<file path="src/rtl/neuron_layer_ctrl.sv">
// rtl/neuron_layer_ctrl.sv - time-multiplexed fixed-point MAC sequencer for one dense layer
// One multiplier walks every neuron in turn; weights stream from a synchronous memory.
module neuron_layer_ctrl #(
  parameter int NUM_INPUTS  = 2,
  parameter int NUM_OUTPUTS = 1,
  parameter int DATA_W      = 32,
  parameter int FRAC_W      = 16,
  parameter int RELU        = 1,
  parameter int AW          = (NUM_INPUTS * NUM_OUTPUTS > 1) ? $clog2(NUM_INPUTS * NUM_OUTPUTS) : 1,
  localparam int JW         = (NUM_OUTPUTS > 1) ? $clog2(NUM_OUTPUTS) : 1
) (
  input  logic                          clk,
  input  logic                          rst,
  input  logic                          start,
  input  logic [NUM_INPUTS*DATA_W-1:0]  in_vec,
  input  logic [NUM_OUTPUTS*DATA_W-1:0] bias_vec,
  output logic                          w_rd_en,
  output logic [AW-1:0]                 w_addr,
  input  logic [DATA_W-1:0]             w_data,
  output logic                          busy,
  output logic                          out_valid,
  output logic [JW-1:0]                 out_idx,
  output logic [DATA_W-1:0]             out_data,
  input  logic                          out_ready,
  output logic                          done
);

  localparam int IW    = (NUM_INPUTS > 1) ? $clog2(NUM_INPUTS) : 1;
  localparam int PW    = 2 * DATA_W;
  localparam int ACC_W = PW + $clog2(NUM_INPUTS) + 1;

  localparam logic [IW-1:0] I_LAST = IW'(NUM_INPUTS - 1);
  localparam logic [JW-1:0] J_LAST = JW'(NUM_OUTPUTS - 1);

  localparam logic signed [ACC_W-1:0] SAT_MAX = {{(ACC_W-DATA_W+1){1'b0}}, {(DATA_W-1){1'b1}}};
  localparam logic signed [ACC_W-1:0] SAT_MIN = {{(ACC_W-DATA_W+1){1'b1}}, {(DATA_W-1){1'b0}}};

  localparam logic [2:0] S_IDLE   = 3'd0;
  localparam logic [2:0] S_RUN    = 3'd1;
  localparam logic [2:0] S_DRAIN  = 3'd2;
  localparam logic [2:0] S_FINISH = 3'd3;
  localparam logic [2:0] S_EMIT   = 3'd4;

  logic [2:0]               state;
  logic [IW-1:0]            i;
  logic [JW-1:0]            j;
  logic signed [ACC_W-1:0]  acc;
  logic [DATA_W-1:0]        in_lat   [NUM_INPUTS];
  logic [DATA_W-1:0]        bias_lat [NUM_OUTPUTS];

  logic                     mac_en;
  logic [IW-1:0]            mac_idx;
  logic signed [DATA_W-1:0] mul_a;
  logic signed [DATA_W-1:0] mul_b;
  logic signed [PW-1:0]     prod;
  logic signed [ACC_W-1:0]  prod_ext;
  logic signed [ACC_W-1:0]  bias_ext;
  logic signed [ACC_W-1:0]  sum;
  logic signed [ACC_W-1:0]  shr;
  logic [DATA_W-1:0]        result;

  assign busy = (state != S_IDLE);

  // The weight for index i-1 arrives while index i is being issued; DRAIN absorbs the last one.
  always_comb begin
    mac_en  = 1'b0;
    mac_idx = I_LAST;
    if (state == S_RUN && i != '0) begin
      mac_en  = 1'b1;
      mac_idx = i - IW'(1);
    end else if (state == S_DRAIN) begin
      mac_en  = 1'b1;
    end
  end

  assign mul_a    = in_lat[mac_idx];
  assign mul_b    = w_data;
  assign prod     = mul_a * mul_b;
  assign prod_ext = {{(ACC_W-PW){prod[PW-1]}}, prod};

  always_comb begin
    bias_ext = {{(ACC_W-DATA_W){bias_lat[j][DATA_W-1]}}, bias_lat[j]};
    sum      = acc + (bias_ext <<< FRAC_W);
    shr      = sum >>> FRAC_W;
    if (shr > SAT_MAX) begin
      result = SAT_MAX[DATA_W-1:0];
    end else if (shr < SAT_MIN) begin
      result = SAT_MIN[DATA_W-1:0];
    end else begin
      result = shr[DATA_W-1:0];
    end
    if (RELU != 0 && shr[ACC_W-1]) begin
      result = '0;
    end
  end

  always_ff @(posedge clk) begin
    if (!rst && state == S_IDLE && start) begin
      for (int k = 0; k < NUM_INPUTS; k++) begin
        in_lat[k] <= in_vec[k*DATA_W +: DATA_W];
      end
      for (int k = 0; k < NUM_OUTPUTS; k++) begin
        bias_lat[k] <= bias_vec[k*DATA_W +: DATA_W];
      end
    end
  end

  always_ff @(posedge clk) begin
    if (rst) begin
      state     <= S_IDLE;
      i         <= '0;
      j         <= '0;
      acc       <= '0;
      w_rd_en   <= 1'b0;
      w_addr    <= '0;
      out_valid <= 1'b0;
      out_idx   <= '0;
      out_data  <= '0;
      done      <= 1'b0;
    end else begin
      done <= 1'b0;
      case (state)
        S_IDLE: begin
          if (start) begin
            i       <= '0;
            j       <= '0;
            acc     <= '0;
            w_rd_en <= 1'b1;
            w_addr  <= '0;
            state   <= S_RUN;
          end
        end
        S_RUN: begin
          if (mac_en) begin
            acc <= acc + prod_ext;
          end
          if (i == I_LAST) begin
            w_rd_en <= 1'b0;
            state   <= S_DRAIN;
          end else begin
            i      <= i + IW'(1);
            w_addr <= w_addr + AW'(1);
          end
        end
        S_DRAIN: begin
          acc   <= acc + prod_ext;
          state <= S_FINISH;
        end
        S_FINISH: begin
          out_data  <= result;
          out_idx   <= j;
          out_valid <= 1'b1;
          state     <= S_EMIT;
        end
        S_EMIT: begin
          if (out_ready) begin
            out_valid <= 1'b0;
            if (j == J_LAST) begin
              done  <= 1'b1;
              state <= S_IDLE;
            end else begin
              // w_addr still holds the last address of neuron j, so +1 is the next row.
              j       <= j + JW'(1);
              i       <= '0;
              acc     <= '0;
              w_rd_en <= 1'b1;
              w_addr  <= w_addr + AW'(1);
              state   <= S_RUN;
            end
          end
        end
        default: state <= S_IDLE;
      endcase
    end
  end

endmodule

</file>
<file path="config.mk">
export PLATFORM = sky130hd
export DESIGN_NAME = neuron_layer_ctrl
export DESIGN_NICKNAME = d
export VERILOG_FILES = /design/src/rtl/neuron_layer_ctrl.sv
export SDC_FILE = /design/constraint.sdc
export NUM_CORES = 2
export LEC_CHECK = 0
export CAP_MARGIN = 20
export CORE_MARGIN = 2
export CORE_UTILIZATION = 40
export DETAILED_ROUTE_END_ITERATION = 10
export PLACE_DENSITY_LB_ADDON = 0.05
export SLEW_MARGIN = 30
export SYNTH_ARGS = -nofsm -noshare
export SYNTH_HDL_FRONTEND = slang
export SYNTH_SLANG_ARGS = --single-unit
</file>
<file path="constraint.sdc">
create_clock -name clk -period 19.08 [get_ports clk]
set_input_delay 2.862 -clock clk [delete_from_list [all_inputs] [get_ports clk]]
set_output_delay 2.862 -clock clk [all_outputs]
set_load 0.05 [all_outputs]
</file>
# After elaboration in Yosys (flattened, before gate mapping)
# Memory sizes are Yosys's and may differ from the RTL's.
# Index checks and enable logic that the tools add are counted.
[word_totals]
inputBits = 132
word_cells = 89
mem_bits_rw = 96
n_memories = 2
reg_bits = 108
[classes]
n_bitwise = 2
addsub = 6
reduce_logical = 18
multipliers = 1
mux = 38
n_eq_ne = 10
n_lt_le_gt_ge = 2
[memory_table]
columns = ["name", "words", "width", "rd", "rd_ports_with_merged_regs", "write_ports", "line_no", "text"]
rows = [
  ["in_lat", 2, 32, 1, 0, 2, "48", "logic [DATA_W-1:0] in_lat [NUM_INPUTS];"],
  ["bias_lat", 1, 32, 1, 0, 1, "49", "logic [DATA_W-1:0] bias_lat [NUM_OUTPUTS];"],
]
[ops]
columns = ["op", "count"]
rows = [
  ["66-bit 2-to-1 mux", 4],
  ["66-bit one-hot mux with 4 select lines", 1],
  ["32-bit 2-to-1 mux", 3],
  ["66-bit by 48-bit adder with 66-bit output", 1],
  ["66-bit by 64-bit adder with 66-bit output", 1],
  ["32-bit by 32-bit multiplier with 64-bit output", 1],
  ["50-bit by 32-bit > comparator with 1-bit output (second input constant)", 1],
  ["50-bit by 32-bit < comparator with 1-bit output (second input constant)", 1],
  ["1-bit 2-to-1 mux", 21],
  ["3-bit one-hot mux with 5 select lines", 1],
  ["5-bit AND reduction", 3],
  ["2-bit != test (second input constant)", 6],
  ["3-bit 2-to-1 mux", 3],
  ["1-bit one-hot mux with 3 select lines", 3],
  ["3-bit by 2-bit == test with 1-bit output (second input constant)", 2],
  ["3-bit AND reduction", 2],
  ["3-bit nonzero test", 2],
  ["1-bit one-hot mux with 2 select lines", 2],
  ["4-bit AND reduction", 1],
  ["2-bit nonzero test", 2],
  ["4-bit nonzero test", 1],
  ["1-bit adder (second input constant)", 3],
  ["3-bit by 1-bit == test with 1-bit output (second input constant)", 1],
  ["3-bit == test (second input constant)", 1],
  ["7 further kinds", 10],
]

# Depth between registers and ports, before layout
# An unclocked memory read counts as a cell.
[depth]
depth_word = 8
ltp_mapped = 37
ltp_nobuf = 33

# Worst setup path before layout
# Ideal clock, no wire load.
[synth_timing]
kind = "input to register"
from = "input port rst"
to = "memory bias_lat[0][0], enable pin"
path_stages = 3
n_path_buf = 2
path_slack_ns = 5.174
arrival_time_ns = 13.086
required_ns = 18.260
path_cell_list = "clkbuf_1 clkbuf_1 nor4b_1"
[synth_between]
elab_chain_len = 5
[synth_lines]
columns = ["item", "line_no", "text"]
rows = [
  ["start, declared", "13", "input logic rst,"],
  ["1-bit logical NOT", "98", "if (!rst && state == S_IDLE && start) begin"],
  ["1-bit logical AND (2 in series)", "98", ""],
  ["1-bit 2-to-1 mux", "98", ""],
  ["1-bit 2-to-1 mux (implied by the code)", "103", "bias_lat[k] <= bias_vec[k*DATA_W +: DATA_W];"],
  ["end, declared", "49", ""],
]
# No other way between the ends.

# Final worst setup path
[layout_timing]
from = "input port w_data[8]"
to = "register acc[61]"
[layout_between]
elab_chain_len = 4
[layout_lines]
columns = ["item", "line_no", "text"]
rows = [
  ["start, declared", "19", "input logic [DATA_W-1:0] w_data,"],
  ["32-bit by 32-bit multiplier with 64-bit output (*)", "78", "assign prod = mul_a * mul_b;"],
  ["66-bit by 64-bit adder with 66-bit output (*)", "135, 146", ""],
  ["66-bit 2-to-1 mux", "134", "if (mac_en) begin"],
  ["66-bit one-hot mux with 4 select lines (*)", "122", "case (state)"],
  ["end signal, assigned", "135", "acc <= acc + prod_ext;"],
  ["end signal, assigned", "146", "acc <= acc + prod_ext;"],
  ["end, declared", "47", "logic signed [ACC_W-1:0] acc;"],
]
# Every way passes the cells marked *; elsewhere a longest branch is shown, timed or not. The select of a mux whose other input is x is not followed.
# A chain may end at the register's enable or synchronous reset.

==> impl_metrics.toml <==
[timing]
relSlewSlack = 0.325
worst_slew_pin_slew_ns = 1.01
hold_viol = 0
final.setup_skew_ns = 0.0382
fin_crit_ns = 11.53
timing.fmax_ghz = 0.0868
rsz0062_at_grt = "no"
finalCritPeriodShare = 0.604
drv_slew = 0
fin_setup_tns_ns = 0
setup-violations-final = 0

[clock_network]
cts.sinks = 202
cts_buffer_depth = 3
cts_setup_buffers = 0
cts_buffers = 29
tritoncts = "done"
holdBufCountCts = 0
cts_root_buf = "clkbuf_16"
clkTransAtPathRegs_ns = 0.06
ctsResizeCount = 0
insertion_delay_ns = 0.65
htree_levels = 1

[critical_path]
critPathLaunchType = "primary input"
cp-end-kind = "flop"
cp_max_fo = 32
crit_required_ns = 19.58
criticalPathCategory = "primary input to flop"
cp.arrival_ns = 12.03

[synth]
synth.most_common_cell = "inv_1"
syn-cell-area_um2 = 50300
synth_seq_cells = 202
yosys.area.top_type = "fa_1"
synthFlopType = "dfxtp_1"
synth_edf_count = 96
synth_top_area_share = 0.491
synthDistinctLibCells = 77
syn_inst = 5312
synth-warning-count = 0
synth_nets = 6949
ys_top_cells_by_area = "fa_1 49%, inv_1 9.6%, ha_1 6.7%"
synth_area_per_cell_um2 = 9.47
ys_async_sr_fraction = 0
synth.yosys.seq_area_share = 0.0994
synth_common_cells = "1,283 x inv_1, 1,234 x fa_1, 650 x nand2_1"

[grt]
grt_max_degree = 64
grt_first_pass_wirelength_um = 229000
antenna_found_initial = 1
gr-total-overflow = 0
track_usage = 0.234
grt_pass1_vias = 38400

[route]
wirelength_um = 144000
detail_route.wl_per_cell_um = 20.6
drc_errors = 0
antenna_left = 0
post_drt_via_cell_ratio = 5.01
dr_total_vias = 35000
first_iter_violations = 1736
first_pass_iters = 5

[final_layout]
drive_above_1_share = 0.0323
post-route-util = 0.435
diodes = 0
final_nets = 6947
syn2layout_area_growth_pct = 8.29

[floorplanning]
pin_count = 170
coreArea_um2 = 125000
die_w_um = 359
die_h_um = 359
initial_core_util = 0.402
rows = 130
die_area_um2 = 129000

[run]
maxCapViolations = 0

[hold_path]
hold_class = "flop to flop"

[status]
status = "complete, no violations"

[placed_design]
numPortBuffers = 168
gp_congestion = 0.866
place_hpwl_um = 119000
per-layer routing:
| layer | GRT usage | routed length (um) |
|---|---|---|
| met4 | 0.0390 | 2780 |
| met3 | 0.0158 | 3950 |
| met5 | 0 | 0 |
| met2 | 0.443 | 78400 |
| met1 | 0.294 | 58800 |
critical path: stages:
cell,delay [ns]
clkdlybuf4s50_1,0.45
buf_4,0.40
nand2_1,0.25
fa_1,0.69
fa_1,0.83
inv_1,0.23
fa_1,0.86
inv_1,0.26
fa_1,0.53
inv_1,0.05
fa_1,0.55
fa_1,0.43
fa_1,0.49
inv_1,0.05
fa_1,0.48
inv_1,0.06
ha_1,0.34
a21o_1,0.18
a21oi_1,0.32
o2111ai_1,0.21
a211oi_1,0.44
nor2_1,0.22
a31oi_1,0.29
o21ai_0,0.16
xnor2_1,0.21
o21ai_0,0.10
metrics by stage:
step	setup WS [ns]	cells	cell area (um2)	hold WS (ns)
floorplan	5.17	5312	50300	0.432
detailed placement	7.06	6929	53600	0.447
finish	7.55	6982	54500	0.451
global route	7.08	6982	54500	0.467
CTS	7.67	6982	54500	0.454
global placement	7.11	6929	53600	0.443
layout by cell type (no fill, tap or decap), drive strengths merged, types with 25 or more instances in the layout:
cell type | synthesis | final
clkbuf | 254 | 38
o21ai | 94 | 94
ha | 271 | 271
mux2 | 32 | 32
a21oi | 185 | 185
a21o | 50 | 50
xnor2 | 74 | 74
nand4 | 25 | 25
nor2 | 134 | 134
inv | 1283 | 1286
nand3 | 27 | 27
xor2 | 45 | 45
dfxtp | 106 | 106
a22oi | 34 | 34
edfxtp | 96 | 96
and2 | 466 | 466
fa | 1234 | 1234
a31oi | 41 | 41
nand2 | 650 | 650
buf | 8 | 64
clkdlybuf4s50 | 0 | 165
layout make-up:
cell class,instances,area (um2)
Fill cell,12600,70700
Multi-Input combinational cell,3565,39500
Sequential cell,202,5000
Inverter,1283,4820
Timing Repair Buffer,229,2120
Tap cell,1650,2060
Clock buffer,38,759
Clock inverter,15,186
cell families (layout without fill, tap and decap cells):
family,after synthesis,count (layout),synth area share
compound gates,508,508,0.0636
xor+xnor,119,119,0.0207
fa+ha+maj,1505,1505,0.558
buf+inv,1545,1565,0.116
flops,202,202,0.0994
mux,33,33,0.00736
other cells,1,1,0.0000745
simple gates,1399,1399,0.135
flip-flops by register name (all words and copies together) (netlist names):
register and flops:
acc 66, bias_lat 32, done 1, i 1, in_lat 64, out_data 32
out_valid 1, state 3, w_addr 1, w_rd_en 1
worst paths after layout:
check	from	to	slack, ns	cells after the start
hold / removal	acc[2]	acc[2]	0.45	2
setup / recovery	w_data[8]	acc[61]	7.55	26
setup reg to reg	state[0]	acc[62]	8.26	31
hold reg to reg	acc[2]	acc[2]	0.45	2
Power is not shown: default switching activity piles up to over one toggle a cycle in this logic, so the estimate is an artifact.
